==> config.mk <==
export PLATFORM = sky130hd
export DESIGN_NAME = cskipa_pipe_adder
export DESIGN_NICKNAME = d
export VERILOG_FILES = /design/src/rtl/cskipa_pipe_adder.sv
export SDC_FILE = /design/constraint.sdc
export NUM_CORES = 1
export LEC_CHECK = 0
export BUFFER_PORTS_ARGS = -buffer_cell sky130_fd_sc_hd__buf_2
export CAP_MARGIN = 20
export CORE_MARGIN = 2
export CORE_UTILIZATION = 50
export CTS_BUF_LIST = sky130_fd_sc_hd__clkbuf_2 sky130_fd_sc_hd__clkbuf_4 sky130_fd_sc_hd__clkbuf_8
export DETAILED_ROUTE_END_ITERATION = 8
export GPL_TIMING_DRIVEN = 1
export PLACE_DENSITY = 0.75
export SYNTH_ARGS = -nofsm -noshare
export SYNTH_HDL_FRONTEND = slang
export SYNTH_SLANG_ARGS = --single-unit
==> constraint.sdc <==
create_clock -name i_clk -period 7.6 [get_ports i_clk]
set_input_delay 1.14 -clock i_clk [delete_from_list [all_inputs] [get_ports i_clk]]
set_output_delay 1.14 -clock i_clk [all_outputs]
set_load 0.02 [all_outputs]
==> src/rtl/cskipa_pipe_adder.sv <==
// rtl/cskipa_pipe_adder.sv - pipelined carry-skip adder/subtractor with valid/ready handshake
module cskipa_pipe_adder #(
  parameter int WIDTH = 16,
  parameter int BLK   = 4,
  parameter int NSTG  = 2
) (
  input  logic             i_clk,
  input  logic             i_rst,
  input  logic             i_valid,
  output logic             o_ready,
  input  logic [WIDTH-1:0] i_add_term1,
  input  logic [WIDTH-1:0] i_add_term2,
  input  logic             i_cin,
  input  logic             i_sub,
  output logic             o_valid,
  input  logic             i_ready,
  output logic [WIDTH-1:0] o_sum,
  output logic             o_cout,
  output logic             o_ovf
);

  localparam int SW = WIDTH / NSTG;
  localparam int NB = SW / BLK;
  localparam int IW = (WIDTH > 1) ? $clog2(WIDTH) : 1;

  generate
    if ((WIDTH % (BLK * NSTG)) != 0 || NSTG < 1 || NSTG > (WIDTH / BLK)) begin : g_bad_params
      $error("cskipa_pipe_adder: WIDTH must be a multiple of BLK*NSTG and NSTG in 1..WIDTH/BLK");
    end
  endgenerate

  // Per-stage beat registers: operands travel with the beat so later stages see their own upper bits.
  logic [NSTG-1:0]  v_q;
  logic [NSTG-1:0]  c_q;
  logic [WIDTH-1:0] a_q [NSTG];
  logic [WIDTH-1:0] b_q [NSTG];
  logic [WIDTH-1:0] s_q [NSTG];
  logic             ovf_q;

  logic [NSTG-1:0]  adv;
  logic [NSTG-1:0]  v_src;
  logic [NSTG-1:0]  c_src;
  logic [NSTG-1:0]  c_nx;
  logic [WIDTH-1:0] a_src [NSTG];
  logic [WIDTH-1:0] b_src [NSTG];
  logic [WIDTH-1:0] s_src [NSTG];
  logic [WIDTH-1:0] s_nx  [NSTG];
  logic             ovf_nx;

  // Stage k may advance when any stage from k to the output is empty or the output is drained;
  // written in closed form so no stage depends on a neighbour's advance signal.
  always_comb begin
    logic full;
    adv = '0;
    for (int k = 0; k < NSTG; k++) begin
      full = 1'b1;
      for (int j = k; j < NSTG; j++) begin
        full = full & v_q[j];
      end
      adv[k] = i_ready | ~full;
    end
  end

  // Stage inputs: stage 0 takes the port operands (B inverted for subtract), later stages the previous register.
  always_comb begin
    a_src[0] = i_add_term1;
    b_src[0] = i_sub ? ~i_add_term2 : i_add_term2;
    c_src[0] = i_sub | i_cin;
    s_src[0] = '0;
    v_src[0] = i_valid;
    for (int k = 1; k < NSTG; k++) begin
      a_src[k] = a_q[k-1];
      b_src[k] = b_q[k-1];
      c_src[k] = c_q[k-1];
      s_src[k] = s_q[k-1];
      v_src[k] = v_q[k-1];
    end
  end

  // Carry-skip slice per stage: ripple inside each block, skip mux selects block carry-in when all bits propagate.
  always_comb begin
    logic           c;
    logic           cb;
    logic           rc;
    logic           p;
    logic           ab;
    logic           cm;
    logic [IW-1:0]  idx;
    ovf_nx = 1'b0;
    c      = 1'b0;
    cb     = 1'b0;
    rc     = 1'b0;
    p      = 1'b0;
    ab     = 1'b0;
    cm     = 1'b0;
    idx    = '0;
    for (int k = 0; k < NSTG; k++) begin
      s_nx[k] = s_src[k];
      c       = c_src[k];
      cm      = 1'b0;
      for (int blk = 0; blk < NB; blk++) begin
        cb = c;
        rc = c;
        p  = 1'b1;
        for (int i = 0; i < BLK; i++) begin
          idx = IW'(k * SW + blk * BLK + i);
          ab  = a_src[k][idx] ^ b_src[k][idx];
          s_nx[k][idx] = ab ^ rc;
          if (idx == IW'(WIDTH - 1)) cm = rc;
          p  = p & ab;
          rc = (a_src[k][idx] & b_src[k][idx]) | (rc & ab);
        end
        c = p ? cb : rc;
      end
      c_nx[k] = c;
      if (k == NSTG - 1) ovf_nx = c ^ cm;
    end
  end

  // Pipeline registers: a stage loads only on advance; data registers load only for a valid beat.
  always_ff @(posedge i_clk or posedge i_rst) begin
    if (i_rst) begin
      v_q   <= '0;
      c_q   <= '0;
      ovf_q <= 1'b0;
      for (int k = 0; k < NSTG; k++) begin
        a_q[k] <= '0;
        b_q[k] <= '0;
        s_q[k] <= '0;
      end
    end else begin
      for (int k = 0; k < NSTG; k++) begin
        if (adv[k]) begin
          v_q[k] <= v_src[k];
          if (v_src[k]) begin
            a_q[k] <= a_src[k];
            b_q[k] <= b_src[k];
            s_q[k] <= s_nx[k];
            c_q[k] <= c_nx[k];
          end
        end
      end
      if (adv[NSTG-1] && v_src[NSTG-1]) ovf_q <= ovf_nx;
    end
  end

  assign o_ready = adv[0];
  assign o_valid = v_q[NSTG-1];
  assign o_sum   = s_q[NSTG-1];
  assign o_cout  = c_q[NSTG-1];
  assign o_ovf   = ovf_q;

endmodule
### Yosys cells after proc, flatten, opt, wreduce, memory -nomap -nowiden

Cells that the tools add are included.

* bits in registers: 61
* word-level logic and storage cells: 117

* multiplexer cells: 5
* bitwise operators: 100
* reduce and logical (&&, ||, !) cells: 3

Operators by type and width (count)
* 1-bit bitwise AND: 45
* 1-bit XOR: 33
* 1-bit bitwise OR: 19
* 16-bit two-way mux: 1
* 16-bit NOT: 1
* 1-bit two-way mux: 4
* 2-bit AND reduction: 2
* 1-bit NOT: 2
* 1-bit logical AND: 1

### Depth between registers and ports, before layout

* word-level depth: 21
* mapped depth: 17
* gate-level depth less buffers: 17

### Worst setup path before layout

No wires, ideal clock.

* path type: input -> register
* start: in i_sub
* end: reg s_q (netlist bit s_nx[7])
* arrival time: 5340 ps
* data required time: 7473 ps
* setup slack: 2133 ps
* cell stages on the path: 15
* buffers on the path: 2
* cells stage by stage: buf_6 buf_4 xor2_1 inv_1 fa_1 fa_1 fa_1 fa_1 mux2_2 fa_1 fa_1 fa_1 inv_1 fa_1 mux2_1

RTL lines
* start, declared: line 14 `input logic i_sub,`
* end signal, assigned by index: line 138 `s_q[k] <= s_nx[k];`
* end, declared: line 37 `logic [WIDTH-1:0] s_q [NSTG];`

==> results_dict.tcl <==
set metrics [dict create \
    wl_per_cell_microns 12.49 \
    grt_max_degree 46 \
    yosysTopAreaCellShare 0.4438 \
    yosys-top-cells-area "dfrtp_1 44%, fa_1 13%, ha_1 7.9%" \
    required_ns 7.79 \
    cts_hold_buffers 0 \
    port_buffers 57 \
    fin_crit_ns 5.470 \
    worstSetupEndpointType "flip-flop" \
    p_leak_nw 1.501 \
    rr_startpoint "c_q[0]" \
    yosysWarnings 0 \
    ys_ff_latch 45 \
    synth_top_cell_by_area "dfrtp_1" \
    wl_microns 4170 \
    cts_buffers 5 \
    clock_skew_ns 0.009499 \
    worstMarginPinSlew_ns 0.9032 \
    first_pass_iters 2 \
    clk_pin_slew_ns 0.08 \
    rsz0062_at_grt "false" \
    synthArstFlopShare 1.000 \
    syn_avg_cell_area_sq_um 12.14 \
    crit_type "input port to flip-flop" \
    worstSetupStartpoint "i_sub" \
    synth_edf_count 0 \
    fillers 420 \
    period_share 0.7197 \
    synth_nets 279 \
    die_area_sq_mm 0.005661 \
    antenna_cells 0 \
    start_util 0.5268 \
    nets 336 \
    power_density_mw_per_mm2 284.2 \
    seq_area_frac_synth 0.4438 \
    cts_root_buffer "clkbuf_8" \
    cts_tree "built" \
    grt_pass1_vias 1567 \
    path_max_fanout 17 \
    die_w_microns 75.24 \
    synth_area_sq_mm 0.002537 \
    area_growth_syn_to_layout_pct 17.75 \
    synthFlopType "dfrtp_1" \
    die_h_microns 75.24 \
    post_cts_resized 0 \
    core_area_sq_mm 0.004817 \
    vias_per_cell 4.784 \
    drv_cap 0 \
    htree_levels 2 \
    ios 58 \
    finalHoldViolCount 0 \
    dpl.hpwl_microns 3234 \
    synth.distinct_cells 28 \
    holdWs_ns 0.4861 \
    clk_latency_ns 0.30 \
    hp-class "flip-flop to flip-flop" \
    drtIter0Drc 51 \
    drive_gt1_frac 0.3296 \
    cts_setup_buffers 0 \
    clk_path_buf_depth 2 \
    gp_congestion 0.7902 \
    irDropWorstVdd_mv 0.09308 \
    worstPathArrival_ns 5.66 \
    status "complete, no violations" \
    max_slew_margin 0.3970 \
    grt_overflow 0 \
    crit_path_start_kind "input port" \
    ant_nets 0 \
    postLayoutCoreUtil 0.6203 \
    report.final.slew_viol_count 0 \
    vias 1598 \
    synthTopCellsByCount "45 x dfrtp_1, 25 x inv_1, 19 x nand2_1" \
    antenna_found_initial 0 \
    grt_pass1_wl_microns 7196 \
    drcViolationCount 0 \
    synth.most_common_cell "dfrtp_1" \
    cts_sinks 45 \
    rows 25 \
    tns_ns 0 \
    max_freq_mhz 182.8 \
    track_usage 0.1737 \
    setup_viol 0 \
    worstHoldStart "s_nx[5]" \
    syn_inst 209 \
]
[where the power goes]
group          internal [W]  switching [W]  total (W)  leakage [nW]
clock              0.000131      0.0000811   0.000212        0.0681
sequential         0.000310      0.0000435   0.000354         0.537
combinational      0.000124       0.000160   0.000284         0.896
[final timing paths]
path	endpoint	slack (ns)	depth (start not counted)
min	s_nx[5]	0.49	2
min in group asynchronous	o_sum[2]	1.02	2
min reg2reg	s_nx[5]	0.49	2
max in group asynchronous	s_nx[6]	6.01	2
max reg2reg	o_ovf	3.05	17
max	s_nx[7]	2.13	14
[cells by family after synthesis]
group	synth area share
xor+xnor	0.05523
simple gates	0.06657
buf+inv	0.06065
compound gates	0.04783
flops	0.4438
fa+ha+maj	0.2051
mux	0.1208
[layout by cell type, fill, tap and decap left out]
cell       synthesis  layout
a211o_1            1       1
dfrtp_1           45      45
buf_4              3       1
inv_1             25      24
nor3_1             1       1
o2111ai_1          1       1
nand3b_2           1       1
ha_1              16      16
nand2b_1           1       1
nand2_1           19      19
xnor2_1            6       6
o21ai_1            1       1
buf_2              3      57
nor2_1             3       3
clkinv_2           0       1
a21oi_1            2       2
inv_2              0       1
o41ai_1            1       1
clkbuf_8           0       5
fa_1              16      16
mux2_2            16      16
xor2_1            10      10
bufinv_16          0       2
nand2b_2           1       1
nand4_1            4       4
and2_1             2       2
mux2i_2            1       1
nor2_4             1       1
o21ai_0           16      16
nand2_2            1       1
mux2_1            10      10
[worst max-delay path: stages]
cell and delay, ns:
buf_2 0.39, xor2_1 0.23, inv_1 0.08, fa_1 0.41, fa_1 0.40, fa_1 0.40, fa_1 0.37, mux2_2 0.30
fa_1 0.40, fa_1 0.41, fa_1 0.37, inv_1 0.07, fa_1 0.40, mux2_1 0.29
[flip-flops by register name, indices dropped and copies added, names as in the netlist]
signal,cells
a_q,8
v_q,2
o_sum,16
c_q,2
b_q,8
o_ovf,1
s_nx,8
[stage by stage]
| step | total power [W] | std cells | worst slack [ns] | area, sq um |
|---|---|---|---|---|
| floorplan | 0.0005497 | 209 | 2.133 | 2537 |
| global placement | 0.0006336 | 326 | 1.921 | 2854 |
| detailed placement | 0.0006473 | 326 | 1.786 | 2854 |
| CTS | 0.0008601 | 334 | 2.114 | 2988 |
| global route | 0.0009171 | 334 | 1.946 | 2988 |
| finish | 0.0008491 | 334 | 2.130 | 2988 |
[area by class of cell]
cell class | count | area [sq um] | area share
inverters | 25 | 93.84 | 0.03141
well taps | 67 | 83.83 | 0.02806
flip-flops and latches | 45 | 1126 | 0.3769
clock buffers | 5 | 68.82 | 0.02303
repair buffers | 58 | 292.8 | 0.09799
clock inverters | 3 | 65.06 | 0.02178
multi-input cells | 131 | 1257 | 0.4209
[per-layer routing]
metal / share of wire / track usage / vias up
met4: 0.018 / 0.06043 / 0
met1: 0.44 / 0.2265 / 770
met2: 0.49 / 0.2778 / 38
li1: - / - / 783
met5: 0 / 0 / -
met3: 0.048 / 0.05355 / 7
Power figures use the tool's default switching activity.
